===== config.mk =====
export PLATFORM = sky130hd
export DESIGN_NAME = int8_dotp_unit
export DESIGN_NICKNAME = d
export VERILOG_FILES = /design/src/rtl/int8_dotp_instr_pkg.sv /design/src/rtl/int8_dotp_lane_mul.sv /design/src/rtl/int8_dotp_unit.sv
export SDC_FILE = /design/constraint.sdc
export NUM_CORES = 1
export LEC_CHECK = 0
export ABC_CLOCK_PERIOD_IN_PS = 6750
export BUFFER_PORTS_ARGS = -buffer_cell sky130_fd_sc_hd__buf_2
export CORE_ASPECT_RATIO = 1.2
export CORE_UTILIZATION = 55
export DETAILED_ROUTE_END_ITERATION = 16
export GPL_TIMING_DRIVEN = 0
export PLACE_DENSITY = 0.83
export SYNTH_ARGS = -nofsm -noshare
export SYNTH_HDL_FRONTEND = slang
export SYNTH_SLANG_ARGS = --single-unit

===== constraint.sdc =====
create_clock -name clk_i -period 6.75 [get_ports clk_i]
set_input_delay 1.35 -clock clk_i [delete_from_list [all_inputs] [get_ports clk_i]]
set_output_delay 1.35 -clock clk_i [all_outputs]
set_load 0.01 [all_outputs]

===== src/rtl/int8_dotp_instr_pkg.sv =====
// -----------------------------------------------------------------------------
// int8_dotp_instr_pkg
// Shared types and helpers for the INT8 packed-SIMD dot-product unit:
//   dotp_opcode_t     - operation encoding (ILLEGAL, DOTP8, DOTP8_SAT, DOTP8_CLIP)
//   INT8_MIN/INT8_MAX - int8 clip bounds
//   opcode_to_string  - printable opcode name
//   saturate          - signed clamp of a wide value to a given target width
// -----------------------------------------------------------------------------
package int8_dotp_instr_pkg;

    typedef enum logic [1:0] {
        ILLEGAL    = 2'd0,
        DOTP8      = 2'd1,
        DOTP8_SAT  = 2'd2,
        DOTP8_CLIP = 2'd3
    } dotp_opcode_t;

    localparam int INT8_MIN = -128;
    localparam int INT8_MAX = 127;

    // Working width of saturate(); wide enough for any XLEN+1 intermediate.
    localparam int unsigned SAT_W = 128;

    function automatic string opcode_to_string(input dotp_opcode_t op);
        case (op)
            DOTP8:      return "DOTP8";
            DOTP8_SAT:  return "DOTP8_SAT";
            DOTP8_CLIP: return "DOTP8_CLIP";
            default:    return "ILLEGAL";
        endcase
    endfunction

    // Clamp val to the signed range of a width-bit number; the result is
    // returned sign-extended to SAT_W bits.
    function automatic logic signed [SAT_W-1:0] saturate(
        input logic signed [SAT_W-1:0] val,
        input int unsigned             width
    );
        logic signed [SAT_W-1:0] max_v;
        logic signed [SAT_W-1:0] min_v;
        logic signed [SAT_W-1:0] res;
        max_v = signed'((SAT_W'(1) << (width - 1)) - SAT_W'(1));
        min_v = ~max_v;
        res   = val;
        if (val > max_v) begin
            res = max_v;
        end else if (val < min_v) begin
            res = min_v;
        end
        return res;
    endfunction

endpackage


===== src/rtl/int8_dotp_lane_mul.sv =====
// -----------------------------------------------------------------------------
// int8_dotp_lane_mul
// Combinational array of NUM_LANES signed ELEM_W x ELEM_W multipliers.
// Ports:
//   a, b  - packed lanes, lane 0 in the low bits
//   prod  - packed signed products, 2*ELEM_W bits per lane, lane 0 lowest
// -----------------------------------------------------------------------------
module int8_dotp_lane_mul #(
    parameter int unsigned XLEN      = 32,
    parameter int unsigned ELEM_W    = 8,
    parameter int unsigned NUM_LANES = XLEN / ELEM_W
) (
    input  logic [XLEN-1:0]                 a,
    input  logic [XLEN-1:0]                 b,
    output logic [NUM_LANES*2*ELEM_W-1:0]   prod
);

    localparam int unsigned PROD_W = 2 * ELEM_W;

    for (genvar i = 0; i < NUM_LANES; i++) begin : g_lane
        logic signed [ELEM_W-1:0] ea;
        logic signed [ELEM_W-1:0] eb;
        assign ea = signed'(a[i*ELEM_W +: ELEM_W]);
        assign eb = signed'(b[i*ELEM_W +: ELEM_W]);
        // Operands sign-extended first so the product is exact at PROD_W.
        assign prod[i*PROD_W +: PROD_W] = PROD_W'(PROD_W'(ea) * PROD_W'(eb));
    end

endmodule


===== src/rtl/int8_dotp_unit.sv =====
// -----------------------------------------------------------------------------
// int8_dotp_unit
// Two-stage signed packed-SIMD INT8 dot-product-accumulate unit:
//   result = rd + sum(a_i * b_i) with wrap, 32-bit saturate or int8 clip.
// Stage 1 registers lane products, stage 2 reduces, accumulates and rounds
// to the result register. Valid/ready on both sides, 1 op/cycle, 2-cycle
// latency, in-order, hartid/id/rd_addr carried with each op.
// Ports:
//   clk_i, rst_i                   - clock, synchronous active-high reset
//   in_valid_i / in_ready_o        - request handshake
//   rs1_i, rs2_i, rd_i, opcode_i   - operands and operation
//   hartid_i, id_i, rd_addr_i      - metadata
//   out_valid_o / out_ready_i      - result handshake
//   result_o, we_o                 - result and write-enable qualifier
//   rd_addr_o, hartid_o, id_o      - metadata echo
// Optional (GARUDA_DOTP_SAT_FLAG_EN):
//   sat_o      - sticky flag, set when a clamped SAT/CLIP result retires
//   sat_clr_i  - clears sat_o (a same-cycle set wins)
// -----------------------------------------------------------------------------
module int8_dotp_unit
    import int8_dotp_instr_pkg::*;
#(
    parameter int unsigned XLEN      = 32,
    parameter int unsigned ELEM_W    = 8,
    parameter int unsigned NUM_LANES = XLEN / ELEM_W,
    parameter type         opcode_t  = dotp_opcode_t,
    parameter type         hartid_t  = logic [1:0],
    parameter type         id_t      = logic [2:0]
) (
    input  logic              clk_i,
    input  logic              rst_i,
    input  logic              in_valid_i,
    output logic              in_ready_o,
    input  logic [XLEN-1:0]   rs1_i,
    input  logic [XLEN-1:0]   rs2_i,
    input  logic [XLEN-1:0]   rd_i,
    input  opcode_t           opcode_i,
    input  hartid_t           hartid_i,
    input  id_t               id_i,
    input  logic [4:0]        rd_addr_i,
    output logic              out_valid_o,
    input  logic              out_ready_i,
    output logic [XLEN-1:0]   result_o,
    output logic              we_o,
    output logic [4:0]        rd_addr_o,
    output hartid_t           hartid_o,
    output id_t               id_o
`ifdef GARUDA_DOTP_SAT_FLAG_EN
    ,
    output logic              sat_o,
    input  logic              sat_clr_i
`endif
);

    localparam int unsigned PROD_W  = 2 * ELEM_W;
    localparam int unsigned PRODS_W = NUM_LANES * PROD_W;
    localparam int unsigned SUM_W   = PROD_W + $clog2(NUM_LANES);

    // Handshake
    logic s1_valid;
    logic s1_adv;
    logic accept;
    logic rdy_en;

    // Stage 1 payload
    logic [PRODS_W-1:0] lane_prod;
    logic [PRODS_W-1:0] s1_prod;
    logic [XLEN-1:0]    s1_rd;
    opcode_t            s1_op;
    hartid_t            s1_hartid;
    id_t                s1_id;
    logic [4:0]         s1_rd_addr;

    // Stage 2 combinational datapath
    logic signed [SUM_W-1:0] sum;
    logic signed [XLEN:0]    full;
    logic signed [SAT_W-1:0] full_ext;
    logic signed [SAT_W-1:0] sat_full;
    logic signed [SAT_W-1:0] clip_full;
    logic [XLEN-1:0]         nxt_result;
    logic                    nxt_we;

    // in_ready_o stays low through reset and the first cycle after it.
    assign s1_adv     = !out_valid_o || out_ready_i;
    assign in_ready_o = rdy_en && (!s1_valid || s1_adv);
    assign accept     = in_valid_i && in_ready_o;

    int8_dotp_lane_mul #(
        .XLEN      (XLEN),
        .ELEM_W    (ELEM_W),
        .NUM_LANES (NUM_LANES)
    ) u_lane_mul (
        .a    (rs1_i),
        .b    (rs2_i),
        .prod (lane_prod)
    );

    // Stage 2 reduce, accumulate and round per opcode.
    always_comb begin
        sum = '0;
        for (int unsigned i = 0; i < NUM_LANES; i++) begin
            sum = sum + SUM_W'(signed'(s1_prod[i*PROD_W +: PROD_W]));
        end
        full       = (XLEN+1)'(signed'(s1_rd)) + (XLEN+1)'(sum);
        full_ext   = SAT_W'(full);
        sat_full   = saturate(full_ext, XLEN);
        clip_full  = saturate(full_ext, 8);
        nxt_result = '0;
        nxt_we     = 1'b0;
        case (dotp_opcode_t'(s1_op))
            DOTP8: begin
                nxt_result = full[XLEN-1:0];
                nxt_we     = 1'b1;
            end
            DOTP8_SAT: begin
                nxt_result = sat_full[XLEN-1:0];
                nxt_we     = 1'b1;
            end
            DOTP8_CLIP: begin
                nxt_result = clip_full[XLEN-1:0];
                nxt_we     = 1'b1;
            end
            default: ;
        endcase
    end

    // Control and output registers.
    always_ff @(posedge clk_i) begin
        if (rst_i) begin
            rdy_en      <= 1'b0;
            s1_valid    <= 1'b0;
            out_valid_o <= 1'b0;
            result_o    <= '0;
            we_o        <= 1'b0;
            rd_addr_o   <= '0;
            hartid_o    <= '0;
            id_o        <= '0;
        end else begin
            rdy_en   <= 1'b1;
            s1_valid <= accept || (s1_valid && !s1_adv);
            if (s1_adv) begin
                out_valid_o <= s1_valid;
                if (s1_valid) begin
                    result_o  <= nxt_result;
                    we_o      <= nxt_we;
                    rd_addr_o <= s1_rd_addr;
                    hartid_o  <= s1_hartid;
                    id_o      <= s1_id;
                end
            end
        end
    end

    // Stage 1 payload; qualified by s1_valid so no reset needed.
    always_ff @(posedge clk_i) begin
        if (accept) begin
            s1_prod    <= lane_prod;
            s1_rd      <= rd_i;
            s1_op      <= opcode_i;
            s1_hartid  <= hartid_i;
            s1_id      <= id_i;
            s1_rd_addr <= rd_addr_i;
        end
    end

`ifdef GARUDA_DOTP_SAT_FLAG_EN
    logic nxt_clamped;
    logic s2_clamped;

    always_comb begin
        nxt_clamped = 1'b0;
        case (dotp_opcode_t'(s1_op))
            DOTP8_SAT:  nxt_clamped = (sat_full != full_ext);
            DOTP8_CLIP: nxt_clamped = (clip_full != full_ext);
            default: ;
        endcase
    end

    // Sticky saturation flag; a retiring clamp beats a same-cycle clear.
    always_ff @(posedge clk_i) begin
        if (rst_i) begin
            s2_clamped <= 1'b0;
            sat_o      <= 1'b0;
        end else begin
            if (s1_adv && s1_valid) begin
                s2_clamped <= nxt_clamped;
            end
            if (out_valid_o && out_ready_i && s2_clamped) begin
                sat_o <= 1'b1;
            end else if (sat_clr_i) begin
                sat_o <= 1'b0;
            end
        end
    end
`endif

endmodule


==> results.sh <==
export IMPL_fp_coreArea_mm2=0.03398
export IMPL_fill_cells=2741
export IMPL_clk_latency_ns=0.45
export IMPL_synthDominantCellAreaShare=0.3005
export IMPL_cts_inserted_buffers=17
export IMPL_area_delta_synth_final_pct=10.69
export IMPL_wl_per_cell_um=16.12
export IMPL_cp_start_kind="flop"
export IMPL_setup_viol=0
export IMPL_via_count=14230
export IMPL_post_dp_cell_area_mm2=0.02028
export IMPL_io_pins=157
export IMPL_crit_required_ns=7.11
export IMPL_cts_tree="yes"
export IMPL_max_freq_mhz=164.7
export IMPL_setup_tns_ns=0
export IMPL_fin_util=0.6163
export IMPL_grt_max_degree=71
export IMPL_num_rows=74
export IMPL_initial_utilization=0.5568
export IMPL_drive_gt1_frac=0.1046
export IMPL_yosysWarnings=0
export IMPL_crit_fanout=10
export IMPL_stdcell_area_mm2=0.02094
export IMPL_mostFrequentLayoutCell="inv_1"
export IMPL_cp_slowest_cell="fa_2"
export IMPL_final_hold_violation_count=0
export IMPL_yosys_register_bits=154
export IMPL_die_area_mm2=0.03515
export IMPL_die_x_um=171.3
export IMPL_htree_num_levels=4
export IMPL_rsz0062_at_grt="false"
export IMPL_crit_chain="fa_1 -> fa_2 -> buf_12 -> fa_1 -> ha_1 -> clkbuf_1 -> nand4_1 -> nor2_1 -> nand4b_1 -> a311o_1 -> a21oi_1 -> nand2b_1 -> buf_2 -> nand2_1 -> nor3_2 -> clkbuf_1 -> a21oi_1 -> a211oi_1"
export IMPL_postSynthAreaPerCell_um2=9.732
export IMPL_timing_hold_ws_ns=0.4574
export IMPL_ys_flop_type="edfxtp_1"
export IMPL_synthTopCellsByArea="fa_1, edfxtp_1, ha_1, inv_1, and2_1"
export IMPL_cts_reportedPaths_clkPinSlew_ns=0.08
export IMPL_path_class="reg -> reg"
export IMPL_synth_cell_types=79
export IMPL_grt_pass1_wl_um=70170
export IMPL_ys_seq_area_frac=0.2201
export IMPL_maxCapViolCount=0
export IMPL_cts_root_buf="clkbuf_16"
export IMPL_grt_pass1_vias=14850
export IMPL_final_max_slew_viol_count=0
export IMPL_synth_async_reset_ratio=0
export IMPL_vias_per_cell=5.493
export IMPL_critical_path_max_stage_delay_ns=0.66
export IMPL_cp_arrival_ns=6.44
export IMPL_layout_common_cells="inv_1, fa_1, buf_2"
export IMPL_fin_skew_ns=0.01734
export IMPL_fin_crit_sh=0.8995
export IMPL_numClockSinks=154
export IMPL_relSlewSlack=0.5121
export IMPL_antenna_found_initial=2
export IMPL_finalCriticalPeriod_ns=6.072
export IMPL_grt_overflow_total=0
export IMPL_globalRouteTotalUtil=0.2548
export IMPL_synth_cells=1944
export IMPL_place_gp_congestion=0.9350
export IMPL_hold_path_class="reg -> reg"
export IMPL_portBuffers=152
export IMPL_yosysTopAreaCell="fa_1"
export IMPL_tightest_slew_ns=0.7307
export IMPL_synth_edf_count=108
export IMPL_drt_pass1_iter_count=5
export IMPL_ant_nets=0
export IMPL_reg2reg_slack_ns=0.68
export IMPL_drc=0
export IMPL_hpwlAfterDp_um=34070
export IMPL_fp_dieH_um=205.2
export IMPL_wirelength_um=41760
export IMPL_worst_setup_path_end_kind="flop"
export IMPL_synthesis_nets=2489
export IMPL_status="finished clean"
export IMPL_cts_buffer_depth=2
export IMPL_drt_iter0_drc=969
export IMPL_syn_cell_area_mm2=0.01892
export IMPL_final_nets=2663
## worst paths after layout
path | start | end | cells after the start
worst max-delay path | s1_prod[15] | result_o[14] | 18
worst min-delay path | rd_addr_o[4] | rd_addr_o[4] | 2
worst max register to register | s1_prod[15] | result_o[14] | 18
worst min register to register | rd_addr_o[4] | rd_addr_o[4] | 2
## metal layers
| layer | vias up | track usage | wire [um] |
|---|---|---|---|
| li1 | 6656 | - | - |
| met1 | 7004 | 0.2979 | 16000 |
| met2 | 462 | 0.4650 | 21950 |
| met3 | 105 | 0.02693 | 1919 |
| met4 | 0 | 0.1202 | 1886 |
| met5 | - | 0 | 0 |
## kinds of logic after synthesis
group                      Yosys count  share of synthesized area
muxes                                3                   0.001719
and+or+nand+nor                    518                     0.1435
adders and majority gates          433                     0.3990
DFF                                154                     0.2201
AOI/OAI and AO/OA                  314                     0.1100
buffers and inverters              445                    0.08994
xor gates and xnor gates            77                    0.03565
## registers in the layout, indices dropped and copies added, names as in the netlist
| register | count |
|---|---|
| hartid_o | 2 |
| id_o | 3 |
| out_valid_o | 1 |
| rd_addr_o | 5 |
| rdy_en | 1 |
| result_o | 32 |
| s1_hartid | 2 |
| s1_id | 3 |
| s1_op | 2 |
| s1_prod | 64 |
| s1_rd | 32 |
| s1_rd_addr | 5 |
| s1_valid | 1 |
| we_o | 1 |
## timing repair
| action | CTS | global route |
|---|---|---|
| gates resized for setup | 0 | 1 |
| hold endpoints to repair | 0 | 0 |
| setup endpoints to repair | 0 | 28 |
| setup buffers | 0 | 2 |
| hold buffers | 0 | 0 |
## cell usage after synthesis, drive strengths merged (3+ instances only)
library cell / number
a211oi: 25
a21boi: 10
a21o: 16
a21oi: 111
a221oi: 6
a22oi: 4
a311oi: 16
a31oi: 8
and2: 161
and3: 6
and4: 7
buf: 15
clkbuf: 36
dfxtp: 46
edfxtp: 108
fa: 284
ha: 149
inv: 394
nand2: 159
nand2b: 34
nand3: 17
nand4: 18
nand4b: 3
nor2: 62
nor2b: 12
nor3: 16
nor4: 10
o211ai: 6
o21a: 14
o21ai: 60
o21bai: 3
o221ai: 5
o31ai: 4
o41a: 3
or3: 6
xnor2: 68
xor2: 9
## area by class of cell
cell class / instances / area [um2] / area share
multi-input combinational: 1345 / 13060 / 0.6236
sequential: 154 / 4164 / 0.1988
inverter: 394 / 1479 / 0.07062
timing repair buffer: 155 / 815.8 / 0.03896
tap: 456 / 570.5 / 0.02725
clock buffer: 18 / 450.4 / 0.02151
buffer: 51 / 222.7 / 0.01064
clock inverter: 14 / 172.7 / 0.008245
antenna: 3 / 7.507 / 0.0003585
## stage by stage
| step | worst slack (ns) | cells |
|---|---|---|
| 6_report | 0.6783 | 2590 |
| 4_1_cts | 0.004692 | 2585 |
| 3_5_place_dp | 0.03691 | 2553 |
| 5_1_grt | 0.3242 | 2589 |
| 3_3_place_gp | 0.2253 | 2552 |
| 2_1_floorplan | 1.182 | 1944 |
## worst max-delay path, delay by kind of cell (launching register included)
kind                       cells  cell delay [ns]
AOI/OAI and AO/OA              4             1.01
and+or+nand+nor                6             1.49
adders and majority gates      4             1.98
buffers and inverters          4             1.11
DFF                            1             0.40
Power is not shown: default switching activity piles up to over one toggle a cycle in this logic, so the estimate is an artifact.
